[src/rtl/plot_writer.sv]
// plot_writer: consumer end of the pixel-plot interface.
// Takes one (x, y, colour) request per cycle into a small FIFO, drops
// off-screen coordinates with a one-cycle reject pulse, and drains queued
// pixels into the frame-buffer write port at address y*160 + x, stalling
// whenever the RAM reports busy.
module plot_writer #(
    parameter int DEPTH    = 8,
    parameter int SCREEN_W = 160,
    parameter int SCREEN_H = 120
) (
    input  logic        clk,
    input  logic        reset,
    input  logic        plot,
    input  logic [7:0]  VGA_x,
    input  logic [6:0]  VGA_y,
    input  logic [2:0]  VGA_Colour,
    output logic        ready,
    output logic [14:0] fb_addr,
    output logic [2:0]  fb_data,
    output logic        fb_we,
    input  logic        fb_busy,
    output logic [4:0]  count,
    output logic        reject,
    output logic        idle
);

    localparam int PTR_W   = $clog2(DEPTH);
    localparam int ENTRY_W = 15 + 3;

    // Each FIFO slot holds the precomputed address next to the colour so the
    // drain side needs no arithmetic.
    logic [ENTRY_W-1:0] mem [DEPTH];

    logic [PTR_W-1:0] wr_ptr_q, wr_ptr_d;
    logic [PTR_W-1:0] rd_ptr_q, rd_ptr_d;
    logic [4:0]       count_q, count_d;
    logic [14:0]      fb_addr_q, fb_addr_d;
    logic [2:0]       fb_data_q, fb_data_d;
    logic             fb_we_q, fb_we_d;
    logic             reject_q, reject_d;
    logic             idle_q, idle_d;

    logic             accept;
    logic             in_range;
    logic             push;
    logic             pop;
    logic [14:0]      addr_in;
    logic [ENTRY_W-1:0] head;

    // ready looks only at the registered occupancy: a pop in the same cycle
    // does not open a slot until the following cycle.
    assign ready = (count_q != 5'(DEPTH));

    // Row base y*160 is built as y*128 + y*32 so no multiplier is needed.
    assign addr_in = 15'({VGA_y, 7'b0}) + 15'({VGA_y, 5'b0}) + 15'(VGA_x);

    assign head = mem[rd_ptr_q];

    // Decode the accept/push/pop decisions for this cycle.
    always_comb begin
        accept   = plot && ready;
        in_range = (32'(VGA_x) < SCREEN_W) && (32'(VGA_y) < SCREEN_H);
        push     = accept && in_range;
        // Pop only from entries already registered, so a fresh push into an
        // empty FIFO waits one edge before it can drain.
        pop      = (count_q != 5'd0) && !fb_busy;
    end

    // Next-state computation for pointers, occupancy and write-port outputs.
    always_comb begin
        wr_ptr_d  = wr_ptr_q;
        rd_ptr_d  = rd_ptr_q;
        count_d   = count_q;
        fb_addr_d = fb_addr_q;
        fb_data_d = fb_data_q;
        fb_we_d   = 1'b0;
        reject_d  = accept && !in_range;

        if (push) begin
            wr_ptr_d = wr_ptr_q + PTR_W'(1);
        end

        if (pop) begin
            rd_ptr_d  = rd_ptr_q + PTR_W'(1);
            fb_addr_d = head[ENTRY_W-1:3];
            fb_data_d = head[2:0];
            fb_we_d   = 1'b1;
        end

        count_d = count_q + 5'(push) - 5'(pop);
        idle_d  = (count_d == 5'd0) && !fb_we_d;
    end

    // FIFO storage: written only on push; not reset since the pointers and
    // count define which slots are live.
    always_ff @(posedge clk) begin
        if (push) begin
            mem[wr_ptr_q] <= {addr_in, VGA_Colour};
        end
    end

    // Control and output registers; reset clears everything at once so no
    // write can leak out after reset is released.
    always_ff @(posedge clk or posedge reset) begin
        if (reset) begin
            wr_ptr_q  <= '0;
            rd_ptr_q  <= '0;
            count_q   <= 5'd0;
            fb_addr_q <= 15'd0;
            fb_data_q <= 3'd0;
            fb_we_q   <= 1'b0;
            reject_q  <= 1'b0;
            idle_q    <= 1'b1;
        end else begin
            wr_ptr_q  <= wr_ptr_d;
            rd_ptr_q  <= rd_ptr_d;
            count_q   <= count_d;
            fb_addr_q <= fb_addr_d;
            fb_data_q <= fb_data_d;
            fb_we_q   <= fb_we_d;
            reject_q  <= reject_d;
            idle_q    <= idle_d;
        end
    end

    assign fb_addr = fb_addr_q;
    assign fb_data = fb_data_q;
    assign fb_we   = fb_we_q;
    assign count   = count_q;
    assign reject  = reject_q;
    assign idle    = idle_q;

endmodule

[config.mk]
export PLATFORM = sky130hd
export DESIGN_NAME = plot_writer
export DESIGN_NICKNAME = d
export VERILOG_FILES = /design/src/rtl/plot_writer.sv
export SDC_FILE = /design/constraint.sdc
export NUM_CORES = 1
export LEC_CHECK = 0
export ABC_AREA = 1
export CAP_MARGIN = 25
export CORE_ASPECT_RATIO = 0.5
export CORE_MARGIN = 1
export CORE_UTILIZATION = 55
export CTS_CLUSTER_SIZE = 40
export DETAILED_ROUTE_END_ITERATION = 10
export PLACE_DENSITY = 0.75
export SLEW_MARGIN = 10
export SYNTH_ARGS = -nofsm -noshare
export SYNTH_HDL_FRONTEND = slang
export SYNTH_SLANG_ARGS = --single-unit
[constraint.sdc]
create_clock -name clk -period 4.8 [get_ports clk]
set_input_delay 0.96 -clock clk [delete_from_list [all_inputs] [get_ports clk]]
set_output_delay 0.96 -clock clk [all_outputs]
set_load 0.01 [all_outputs]
* Word-level counts from Yosys, hierarchy flattened
Memory sizes are Yosys's and may differ from the RTL's. A register that Yosys moved wholly into a read port is not among the register bits.
Index checks and enable logic that the tools add are counted.
** Storage, ports and cells
- Register bits after elaboration :: 14
- Bits in latches :: 0
- Memory bits (writable) :: 144
- Memory bits (read-only) :: 0
- Output and inout bits :: 27
- Memories kept :: 1
** Cells by class
- $add $sub $neg :: 6
- Multiply operators :: 0
- Div/mod/pow operators :: 0
- $lt $le $gt $ge :: 2
- Eq/ne operators :: 1
- Shift-type cells :: 0
- Mux-type cells :: 3
- Bitwise logic cells :: 0
- Reductions and logical operators :: 11
** Memories
- mem :: words 8, bits a word 18, read ports 1, clocked after memory_dff 1, write ports 1, line 32 : logic [ENTRY_W-1:0] mem [DEPTH];
** Operator list (count)
- $add A14 B12 Y15 :: 1
- $add A15 B8 Y15 :: 1
- $lt A8 B8 Y1 const B :: 1
- $lt A7 B7 Y1 const B :: 1
- $add A3 B1 Y3 const B :: 2
- $logic_and A1 B1 Y1 :: 6
- $add A5 B1 Y5 :: 1
- $logic_not A5 Y1 :: 1
- $ne A5 B4 Y1 const B :: 1
- $reduce_bool A5 Y1 :: 1
- $sub A5 B1 Y5 :: 1
- $logic_not A1 Y1 :: 3
- $mux W1 :: 3

* Logic depth before layout (Yosys ltp)
Gate-level depths: netlist of the first run.
- Word-level depth :: 7
- Gate-level depth with buffers :: 17
- Gate-level depth less buffers :: 17

* Least setup slack after synthesis of the first run
Ideal clock, no wire load.
- Path kind :: input to register
- Start :: input port VGA_x[6]
- End :: register idle_q, in the netlist idle
- Setup time :: 0.067 ns
- Data arrival time :: 2.758 ns
- Data required time :: 4.733 ns
- Slack :: 1.975 ns
- Stages on the path :: 15
- Path through :: o21ai_0 and2_1 buf_2 nand2_2 ha_1 inv_1 ha_1 inv_1 fa_1 inv_1 nor2_1 nand2_1 nor2_1 nand2_1 nor2_1
** Between the ends
- Cells in the longest elaborated chain, start to end :: 7
** RTL lines
- start: declaration :: line 14 : input logic [7:0] VGA_x,
- $lt A8 B8 Y1 :: line 62 : in_range = (32'(VGA_x) < SCREEN_W) && (32'(VGA_y) < SCREEN_H);
- $logic_and A1 B1 Y1 :: line 62
- $logic_and A1 B1 Y1 :: line 63 : push = accept && in_range;
- $add A5 B1 Y5 :: line 90 : count_d = count_q + 5'(push) - 5'(pop);
- $sub A5 B1 Y5 :: line 90
- net count_d[1] :: line 36 : logic [4:0] count_q, count_d;
- $logic_not A5 Y1 :: line 91 : idle_d = (count_d == 5'd0) && !fb_we_d;
- $logic_and A1 B1 Y1 :: line 91
- net idle_d :: line 41 : logic idle_q, idle_d;
- end signal: assignment :: line 122 : idle_q <= idle_d;
- end: declaration :: line 41
The timed path passes the listed nets, and every way through them passes these cells.
A chain may end at the register's enable or synchronous reset.

* Worst setup path in the final report of the first run
Ends and elaborated chain as after synthesis.

==> report_table.html, run 1 <==
<table>
<tr><th>Metric</th><th>Value</th></tr>
<tr><th colspan="2">GRT</th></tr>
<tr><td>GRT Total Usage</td><td>24.4%</td></tr>
<tr><td>First-pass GRT wire length</td><td>around 28 mm</td></tr>
<tr><td>Via count of the first global-routing pass</td><td>5456</td></tr>
<tr><td>Maximum number of pins on one net before global-route repair</td><td>75</td></tr>
<tr><td>Overflow left after global routing</td><td>0</td></tr>
<tr><td>Initial antenna violation count</td><td>0</td></tr>
<tr><th colspan="2">Timing</th></tr>
<tr><td>Final Hold Fails</td><td>0</td></tr>
<tr><td>Portion of the clock cycle consumed by the worst path in the final layout</td><td>69.3%</td></tr>
<tr><td>Count of endpoints failing setup in the final report</td><td>0</td></tr>
<tr><td>Max-Slew Margin vs Limit</td><td>approximately two fifths</td></tr>
<tr><td>Setup repair after global routing missed its margin</td><td>false</td></tr>
<tr><td>Final period demand of the worst path</td><td>3.33 ns</td></tr>
<tr><td>Setup TNS Final</td><td>0 ns</td></tr>
<tr><td>Worst-Margin Slew</td><td>approximately 0.91 ns</td></tr>
<tr><td>Number of pins with negative max-slew slack in the final report</td><td>0</td></tr>
<tr><td>Max Fclk</td><td>301 MHz</td></tr>
<tr><td>Clock tree skew after final layout</td><td>0.00811 ns</td></tr>
<tr><th colspan="2">Logic synthesis</th></tr>
<tr><td>Register area share after synthesis</td><td>63.8%</td></tr>
<tr><td>Unique masters post-synth</td><td>26</td></tr>
<tr><td>Syn Std Cell Area</td><td>around 0.0080 mm²</td></tr>
<tr><td>Flip-flop and latch count after synthesis</td><td>about 180</td></tr>
<tr><td>Total of warnings raised by yosys</td><td>0</td></tr>
<tr><td>Post-synthesis cell count</td><td>791</td></tr>
<tr><td>Number of nets in the synthesized netlist</td><td>approximately 840</td></tr>
<tr><td>Syn Area/Cell</td><td>10.2 µm²</td></tr>
<tr><th colspan="2">Final layout</th></tr>
<tr><td>FF/Latch Area</td><td>0.00513 mm²</td></tr>
<tr><td>Most common cell after layout, fill and taps aside</td><td>nand2_1</td></tr>
<tr><td>Top library cells by usage in the layout, fill and taps aside</td><td>nand2_1, edfxtp_1, inv_1, nand3_1, clkdlybuf4s50_1</td></tr>
<tr><td>Share of post-route cells with drive strength above 1</td><td>under 10%</td></tr>
<tr><td>Nets@finish</td><td>888</td></tr>
<tr><td>Combined area of the multi-input logic cells</td><td>0.00219 mm²</td></tr>
<tr><td>Area growth syn-to-layout</td><td>15.5%</td></tr>
<tr><td>Inserted Diodes</td><td>0</td></tr>
<tr><td>Filler cells</td><td>1023</td></tr>
<tr><th colspan="2">Critical path</th></tr>
<tr><td>Worst Setup Path Type</td><td>input pin to flop</td></tr>
<tr><td>Critical Path Source Type</td><td>input pin</td></tr>
<tr><td>Worst path max stage delay</td><td>0.47 ns</td></tr>
<tr><td>Arrival time of data at the critical path endpoint</td><td>3.70 ns</td></tr>
<tr><td>Capturing element type of the critical path</td><td>flop</td></tr>
<tr><td>Count of buffer and inverter cells on the critical path</td><td>4</td></tr>
<tr><td>Critical Path RT</td><td>5.17 ns</td></tr>
<tr><td>Crit path cell chain</td><td>clkdlybuf4s50_1 &gt; o21ai_0 &gt; and2_1 &gt; nand2_2 &gt; ha_1 &gt; inv_1 &gt; ha_1 &gt; inv_1 &gt; fa_1 &gt; inv_1 &gt; nor2_1 &gt; nand2_1 &gt; nor2_1 &gt; nand2_1 &gt; nor2_1</td></tr>
<tr><td>Critical Path Fanout Max</td><td>8</td></tr>
<tr><td>Cell at the slowest stage of the critical path</td><td>fa_1</td></tr>
<tr><td>Worst path top cell family by delay</td><td>simple AND/OR/NAND/NOR gates</td></tr>
<tr><th colspan="2">Placed design</th></tr>
<tr><td>Final weighted congestion in routability-driven placement</td><td>0.857</td></tr>
<tr><td>Estimated wirelength of the detail-placed design</td><td>10.0 mm</td></tr>
<tr><td>Number of input and output port buffers inserted</td><td>48</td></tr>
<tr><th colspan="2">Drt</th></tr>
<tr><td>Drt first-iter violations</td><td>633</td></tr>
<tr><td>Number of nets still failing antenna checks after routing</td><td>0</td></tr>
<tr><td>Wire per inst</td><td>16.4 µm</td></tr>
<tr><td>Detailed-route via count</td><td>roughly 5600</td></tr>
<tr><td>Number of optimization iterations in the first detailed-route pass</td><td>5</td></tr>
<tr><td>Routed via count divided by cell count</td><td>between 5 and 6</td></tr>
<tr><td>Detailed-route wire length</td><td>approximately 17 mm</td></tr>
<tr><td>Remaining DRCs</td><td>0</td></tr>
<tr><th colspan="2">CTS</th></tr>
<tr><td>Deepest clock path buffer count</td><td>2</td></tr>
<tr><td>Number of hold buffers added after cts</td><td>0</td></tr>
<tr><td>Clock root buffer</td><td>clkbuf_16</td></tr>
<tr><td>Cells resized by post-CTS repair</td><td>0</td></tr>
<tr><td>Number of buffers inserted during clock tree synthesis</td><td>17</td></tr>
<tr><td>TritonCTS Sinks</td><td>176</td></tr>
<tr><td>H-tree depth</td><td>4</td></tr>
<tr><td>TritonCTS clock tree</td><td>built</td></tr>
<tr><td>Buffers inserted during post-CTS setup optimization</td><td>0</td></tr>
<tr><td>Reg clk slew, reported paths</td><td>~0.070 ns</td></tr>
<tr><td>Clock Latency Late Sink</td><td>roughly 0.43 ns</td></tr>
<tr><th colspan="2">Run</th></tr>
<tr><td>Max-Cap Viols</td><td>0</td></tr>
<tr><th colspan="2">Power and ir drop</th></tr>
<tr><td>Total power consumption of the routed design</td><td>between 0.005 and 0.006 W</td></tr>
<tr><td>Worst IR Drop VDD</td><td>313 µV</td></tr>
<tr><td>Leakage power total</td><td>4.13 nW</td></tr>
<tr><td>Cell area power density</td><td>~570 mW/mm²</td></tr>
<tr><th colspan="2">Die</th></tr>
<tr><td>Vertical die dimension</td><td>87.5 µm</td></tr>
<tr><td>Die X-Extent</td><td>173 µm</td></tr>
<tr><td>Number of ports placed on the die boundary</td><td>49</td></tr>
<tr><td>Area of the core</td><td>0.0139 mm²</td></tr>
<tr><td>Die area</td><td>approximately 0.015 mm²</td></tr>
<tr><td>Starting density of the core</td><td>between 50 and 60%</td></tr>
<tr><td>Row count</td><td>30</td></tr>
<tr><th colspan="2">Worst hold path</th></tr>
<tr><td>Class of the tightest hold or removal check</td><td>flop to flop</td></tr>
<tr><th colspan="2">Run status</th></tr>
<tr><td>Outcome</td><td>completed</td></tr>
</table>
## routing by layer
| metal | part of all wire (%) | track usage [%] |
|---|---|---|
| met4 | 1.4 | 9.01 |
| met2 | 46 | 40.0 |
| met5 | 0 | 0 |
| met1 | 44 | 32.9 |
| met3 | 8.2 | 4.76 |
## worst min-delay path, stage by stage (launching register included)
cell     delay (ns)
dfrtp_1        0.34
nand2_1        0.05
nand2_1        0.05
## cell type report
| cell class | count | area share, % |
|---|---|---|
| well taps | 192 | 2.59 |
| clock buffers | 17 | 4.59 |
| inverters | 136 | 5.56 |
| flip-flops and latches | 176 | 55.3 |
| multi-input cells | 449 | 23.6 |
| clock inverters | 15 | 2.09 |
| repair buffers | 61 | 6.31 |
## synthesized netlist by cell type, drive strengths merged
cell type  number  share of area [%]
nand3         124                7.8
a21oi           7               0.58
o221ai          1               0.11
nand4           1              0.078
ha             22                3.4
fa              3               0.75
nand2         258                 12
dfrtp          31                9.7
and2            1              0.078
xor2            7               0.76
edfxtp        144                 54
nand3b          2               0.19
dfstp           1               0.33
inv           136                6.4
o21ai           3               0.19
nor2           20               0.97
buf            30                2.8
## flip-flops by register name (all words and copies together) (netlist names)
register / count
fb_data: 3
mem: 144
wr_ptr_q: 3
reject: 1
fb_we: 1
count: 5
fb_addr: 15
idle: 1
rd_ptr_q: 3
## stage by stage
stage | setup slack, ns | instances | hold WS (ns) | instance area (µm²) | utilization, %
detailed placement | 1.03 | 1013 | 0.465 | 8640 | 62.2
CTS | 1.48 | 1045 | 0.483 | 9260 | 66.7
global route | 1.26 | 1046 | 0.501 | 9280 | 66.8
floorplan | 1.98 | 791 | 0.513 | 8030 | -
global placement | 1.12 | 1013 | 0.461 | 8640 | 62.2
finish | 1.47 | 1046 | 0.476 | 9280 | 66.8
## path summary, 6_finish.rpt
| kind | startpoint | endpoint | slack [ns] | depth (start not counted) |
|---|---|---|---|---|
| worst max register to register | count[3] | idle | 2.06 | 17 |
| worst min register to register | fb_addr[3] | fb_addr[3] | 0.48 | 2 |
| worst min-delay path | fb_addr[3] | fb_addr[3] | 0.48 | 2 |
| worst max-delay path | VGA_x[6] | idle | 1.47 | 15 |
| max in group asynchronous | reset | idle | 3.52 | 3 |
| min in group asynchronous | reset | fb_addr[2] | 0.94 | 3 |
## kinds of logic (layout without fill, tap and decap cells)
family | Yosys count | count (layout) | share of synthesized area (%)
AOI/OAI and AO/OA | 11 | 11 | 0.872
xor gates and xnor gates | 7 | 7 | 0.763
adders and majority gates | 25 | 25 | 4.18
buffers and inverters | 166 | 229 | 9.18
DFF | 176 | 176 | 63.8
and+or+nand+nor | 406 | 406 | 21.2
## report_power, final
| part | switching [W] | internal (W) |
|---|---|---|
| combinational | 0.00111 | 0.000631 |
| sequential | 0.000178 | 0.00193 |
| clock | 0.000583 | 0.000867 |
No activity file was read; power rests on OpenSTA's default activity.
==> run 2, diff against run 1 <==
CORE_UTILIZATION = 54   (was 55)
PLACE_DENSITY = 0.76   (was 0.75)
clock period = 3 ns   (was 4.8 ns; I/O delays follow)
==> run 2 against run 1 <==
  * Critical path depth did not move
  * Via count barely moved
  * Cell count rose by 2.9%
  * Wire length fell by 0.64%
==> report_table.html, run 2 (same netlist as run 1, synthesis figures left out) <==
<table>
<tr><th>Metric</th><th>Value</th></tr>
<tr><th colspan="2">Run status</th></tr>
<tr><td>Outcome</td><td>completed</td></tr>
<tr><th colspan="2">CTS</th></tr>
<tr><td>Number of buffers inserted during clock tree synthesis</td><td>17</td></tr>
<tr><td>TritonCTS clock tree</td><td>built</td></tr>
<tr><td>H-tree depth</td><td>4</td></tr>
<tr><td>Clock Latency Late Sink</td><td>0.43 ns</td></tr>
<tr><td>TritonCTS Sinks</td><td>176</td></tr>
<tr><td>Number of hold buffers added after cts</td><td>0</td></tr>
<tr><td>Reg clk slew, reported paths</td><td>0.07 ns</td></tr>
<tr><td>Deepest clock path buffer count</td><td>2</td></tr>
<tr><td>Clock root buffer</td><td>clkbuf_16</td></tr>
<tr><th colspan="2">Die</th></tr>
<tr><td>Starting density of the core</td><td>a little under three fifths</td></tr>
<tr><td>Die area</td><td>0.0154 mm²</td></tr>
<tr><td>Die X-Extent</td><td>174 µm</td></tr>
<tr><td>Row count</td><td>31</td></tr>
<tr><td>Vertical die dimension</td><td>around 88 µm</td></tr>
<tr><td>Area of the core</td><td>0.0145 mm²</td></tr>
<tr><td>Number of ports placed on the die boundary</td><td>49</td></tr>
<tr><th colspan="2">Timing</th></tr>
<tr><td>Setup repair after global routing missed its margin</td><td>false</td></tr>
<tr><td>Max-Slew Margin vs Limit</td><td>46.1%</td></tr>
<tr><td>Max Fclk</td><td>369 MHz</td></tr>
<tr><td>Portion of the clock cycle consumed by the worst path in the final layout</td><td>90.5%</td></tr>
<tr><td>Final period demand of the worst path</td><td>between 2 and 3 ns</td></tr>
<tr><td>Final Hold Fails</td><td>0</td></tr>
<tr><td>Count of endpoints failing setup in the final report</td><td>0</td></tr>
<tr><td>Clock tree skew after final layout</td><td>0.00877 ns</td></tr>
<tr><td>Worst-Margin Slew</td><td>0.808 ns</td></tr>
<tr><td>Number of pins with negative max-slew slack in the final report</td><td>0</td></tr>
<tr><th colspan="2">GRT</th></tr>
<tr><td>Overflow left after global routing</td><td>0</td></tr>
<tr><td>Initial antenna violation count</td><td>0</td></tr>
<tr><td>GRT Total Usage</td><td>23.5%</td></tr>
<tr><td>Maximum number of pins on one net before global-route repair</td><td>75</td></tr>
<tr><td>Via count of the first global-routing pass</td><td>5176</td></tr>
<tr><td>First-pass GRT wire length</td><td>27.1 mm</td></tr>
<tr><th colspan="2">Critical path</th></tr>
<tr><td>Crit path cell chain</td><td>clkdlybuf4s50_1 &gt; o21ai_0 &gt; and2_2 &gt; nand2_2 &gt; ha_1 &gt; inv_1 &gt; ha_1 &gt; inv_1 &gt; fa_1 &gt; inv_1 &gt; nor2_1 &gt; nand2_1 &gt; nor2_1 &gt; nand2_1 &gt; nor2_1</td></tr>
<tr><td>Capturing element type of the critical path</td><td>flop</td></tr>
<tr><td>Worst path top cell family by delay</td><td>adder cells</td></tr>
<tr><td>Critical Path Source Type</td><td>input pin</td></tr>
<tr><td>Count of buffer and inverter cells on the critical path</td><td>4</td></tr>
<tr><td>Arrival time of data at the critical path endpoint</td><td>3.07 ns</td></tr>
<tr><td>Worst path max stage delay</td><td>between 0.4 and 0.5 ns</td></tr>
<tr><td>Cell at the slowest stage of the critical path</td><td>fa_1</td></tr>
<tr><td>Critical Path Fanout Max</td><td>2</td></tr>
<tr><td>Worst Setup Path Type</td><td>input pin to flop</td></tr>
<tr><td>Critical Path RT</td><td>3.36 ns</td></tr>
<tr><th colspan="2">Placed design</th></tr>
<tr><td>Instance area after placement</td><td>0.00886 mm²</td></tr>
<tr><td>Estimated wirelength of the detail-placed design</td><td>between 10 and 15 mm</td></tr>
<tr><td>Final weighted congestion in routability-driven placement</td><td>0.822</td></tr>
<tr><td>Number of input and output port buffers inserted</td><td>48</td></tr>
<tr><td>Cells after DPL</td><td>around 1000</td></tr>
<tr><th colspan="2">Final layout</th></tr>
<tr><td>Summed area of non-filler cells in the final layout</td><td>0.00945 mm²</td></tr>
<tr><td>Nets@finish</td><td>912</td></tr>
<tr><td>Area growth syn-to-layout</td><td>17.7%</td></tr>
<tr><td>Non-filler instance count after layout</td><td>1076</td></tr>
<tr><td>Top reg by flops</td><td>mem</td></tr>
<tr><td>Flip-flop count of the largest register, all copies and words added</td><td>144</td></tr>
<tr><td>Filler cells</td><td>approximately 1100</td></tr>
<tr><td>Inserted Diodes</td><td>0</td></tr>
<tr><td>Share of post-route cells with drive strength above 1</td><td>9.91%</td></tr>
<tr><td>Top library cells by usage in the layout, fill and taps aside</td><td>nand2_1, edfxtp_1, inv_1, nand3_1, clkdlybuf4s50_1</td></tr>
<tr><td>Most common cell after layout, fill and taps aside</td><td>nand2_1</td></tr>
<tr><th colspan="2">Drt</th></tr>
<tr><td>Wire per inst</td><td>15.9 µm</td></tr>
<tr><td>Drt first-iter violations</td><td>about 550</td></tr>
<tr><td>Routed via count divided by cell count</td><td>roughly 5.2</td></tr>
<tr><td>Remaining DRCs</td><td>0</td></tr>
<tr><td>Number of nets still failing antenna checks after routing</td><td>0</td></tr>
<tr><td>Detailed-route via count</td><td>5565</td></tr>
<tr><td>Number of optimization iterations in the first detailed-route pass</td><td>6</td></tr>
<tr><td>Detailed-route wire length</td><td>17.1 mm</td></tr>
<tr><th colspan="2">Power and ir drop</th></tr>
<tr><td>Cell area power density</td><td>891 mW/mm²</td></tr>
<tr><td>Leakage power total</td><td>4.26 nW</td></tr>
<tr><td>Worst IR Drop VDD</td><td>between 800 and 900 µV</td></tr>
<tr><th colspan="2">Run</th></tr>
<tr><td>Max-Cap Viols</td><td>0</td></tr>
<tr><th colspan="2">Worst hold path</th></tr>
<tr><td>Class of the tightest hold or removal check</td><td>flop to flop</td></tr>
</table>
[run 2: cell types whose count changed in the layout (fill, tap and decap cells not counted), sizes merged]
cell      delta
buf         +24
inv         +11
bufinv       -4
clkinvlp     -4
clkinv       -3
[run 2: path summary, 6_finish.rpt]
kind                               endpoint  cells after the start        from  slack, ns
worst max-delay path                   idle                     15    VGA_x[6]       0.29
worst min-delay path             fb_addr[0]                      2  fb_addr[0]       0.48
worst max register to register         idle                     17    count[2]       0.35
worst min register to register   fb_addr[0]                      2  fb_addr[0]       0.48
max in group asynchronous       rd_ptr_q[0]                      3       reset       2.04
min in group asynchronous        fb_data[2]                      3       reset       0.58
[run 2: timing repair]
action,in CTS,in global routing
endpoints found under the setup margin,0,1
hold endpoints to repair,0,0
buffers inserted,0,0
gates resized for setup,0,1
[run 2: power by group]
group | internal [W] | leakage, nW | switching [W]
Combinational | 0.00109 | 2.28 | 0.00187
Sequential | 0.00308 | 1.69 | 0.000205
Clock | 0.00112 | 0.291 | 0.00105
[run 2: routing by layer]
layer | global-route usage, % | wire (µm) | vias to the layer above | part of all wire, %
li1 | - | - | 2685 | -
met3 | 3.99 | 1340 | 34 | 7.9
met1 | 33.1 | 7460 | 2619 | 44
met2 | 36.8 | 7910 | 227 | 46
met4 | 10.6 | 358 | 0 | 2.1
met5 | 0 | 0 | - | 0
[run 2: area by class of cell]
cell class,count,area (µm²),share of cell area [%]
Sequential cell,176,5130,54.2
Clock buffer,17,425,4.50
Clock inverter,15,164,1.73
Tap cell,198,248,2.62
Timing Repair Buffer,85,783,8.29
Inverter,136,515,5.45
Multi-Input combinational cell,449,2190,23.2
[run 2: tightest hold or removal path, delay by kind of cell, from the launching register on]
family / cells / cell delay, ns
AND/OR/NAND/NOR: 2 / 0.10
flip-flops: 1 / 0.35
[run 2: metrics by stage]
step | hold slack [ns] | worst slack, ns | total power [W] | util, % | TNS, ns
2_1_floorplan | 0.513 | 0.469 | 0.00529 | - | 0
3_3_place_gp | 0.462 | -0.104 | 0.00614 | 61.1 | -0.118
3_5_place_dp | 0.466 | -0.232 | 0.00626 | 61.1 | -2.04
4_1_cts | 0.485 | 0.169 | 0.00843 | 65.2 | 0
5_1_grt | 0.517 | 0.0550 | 0.00891 | 65.2 | 0
6_report | 0.483 | 0.286 | 0.00842 | 65.2 | 0
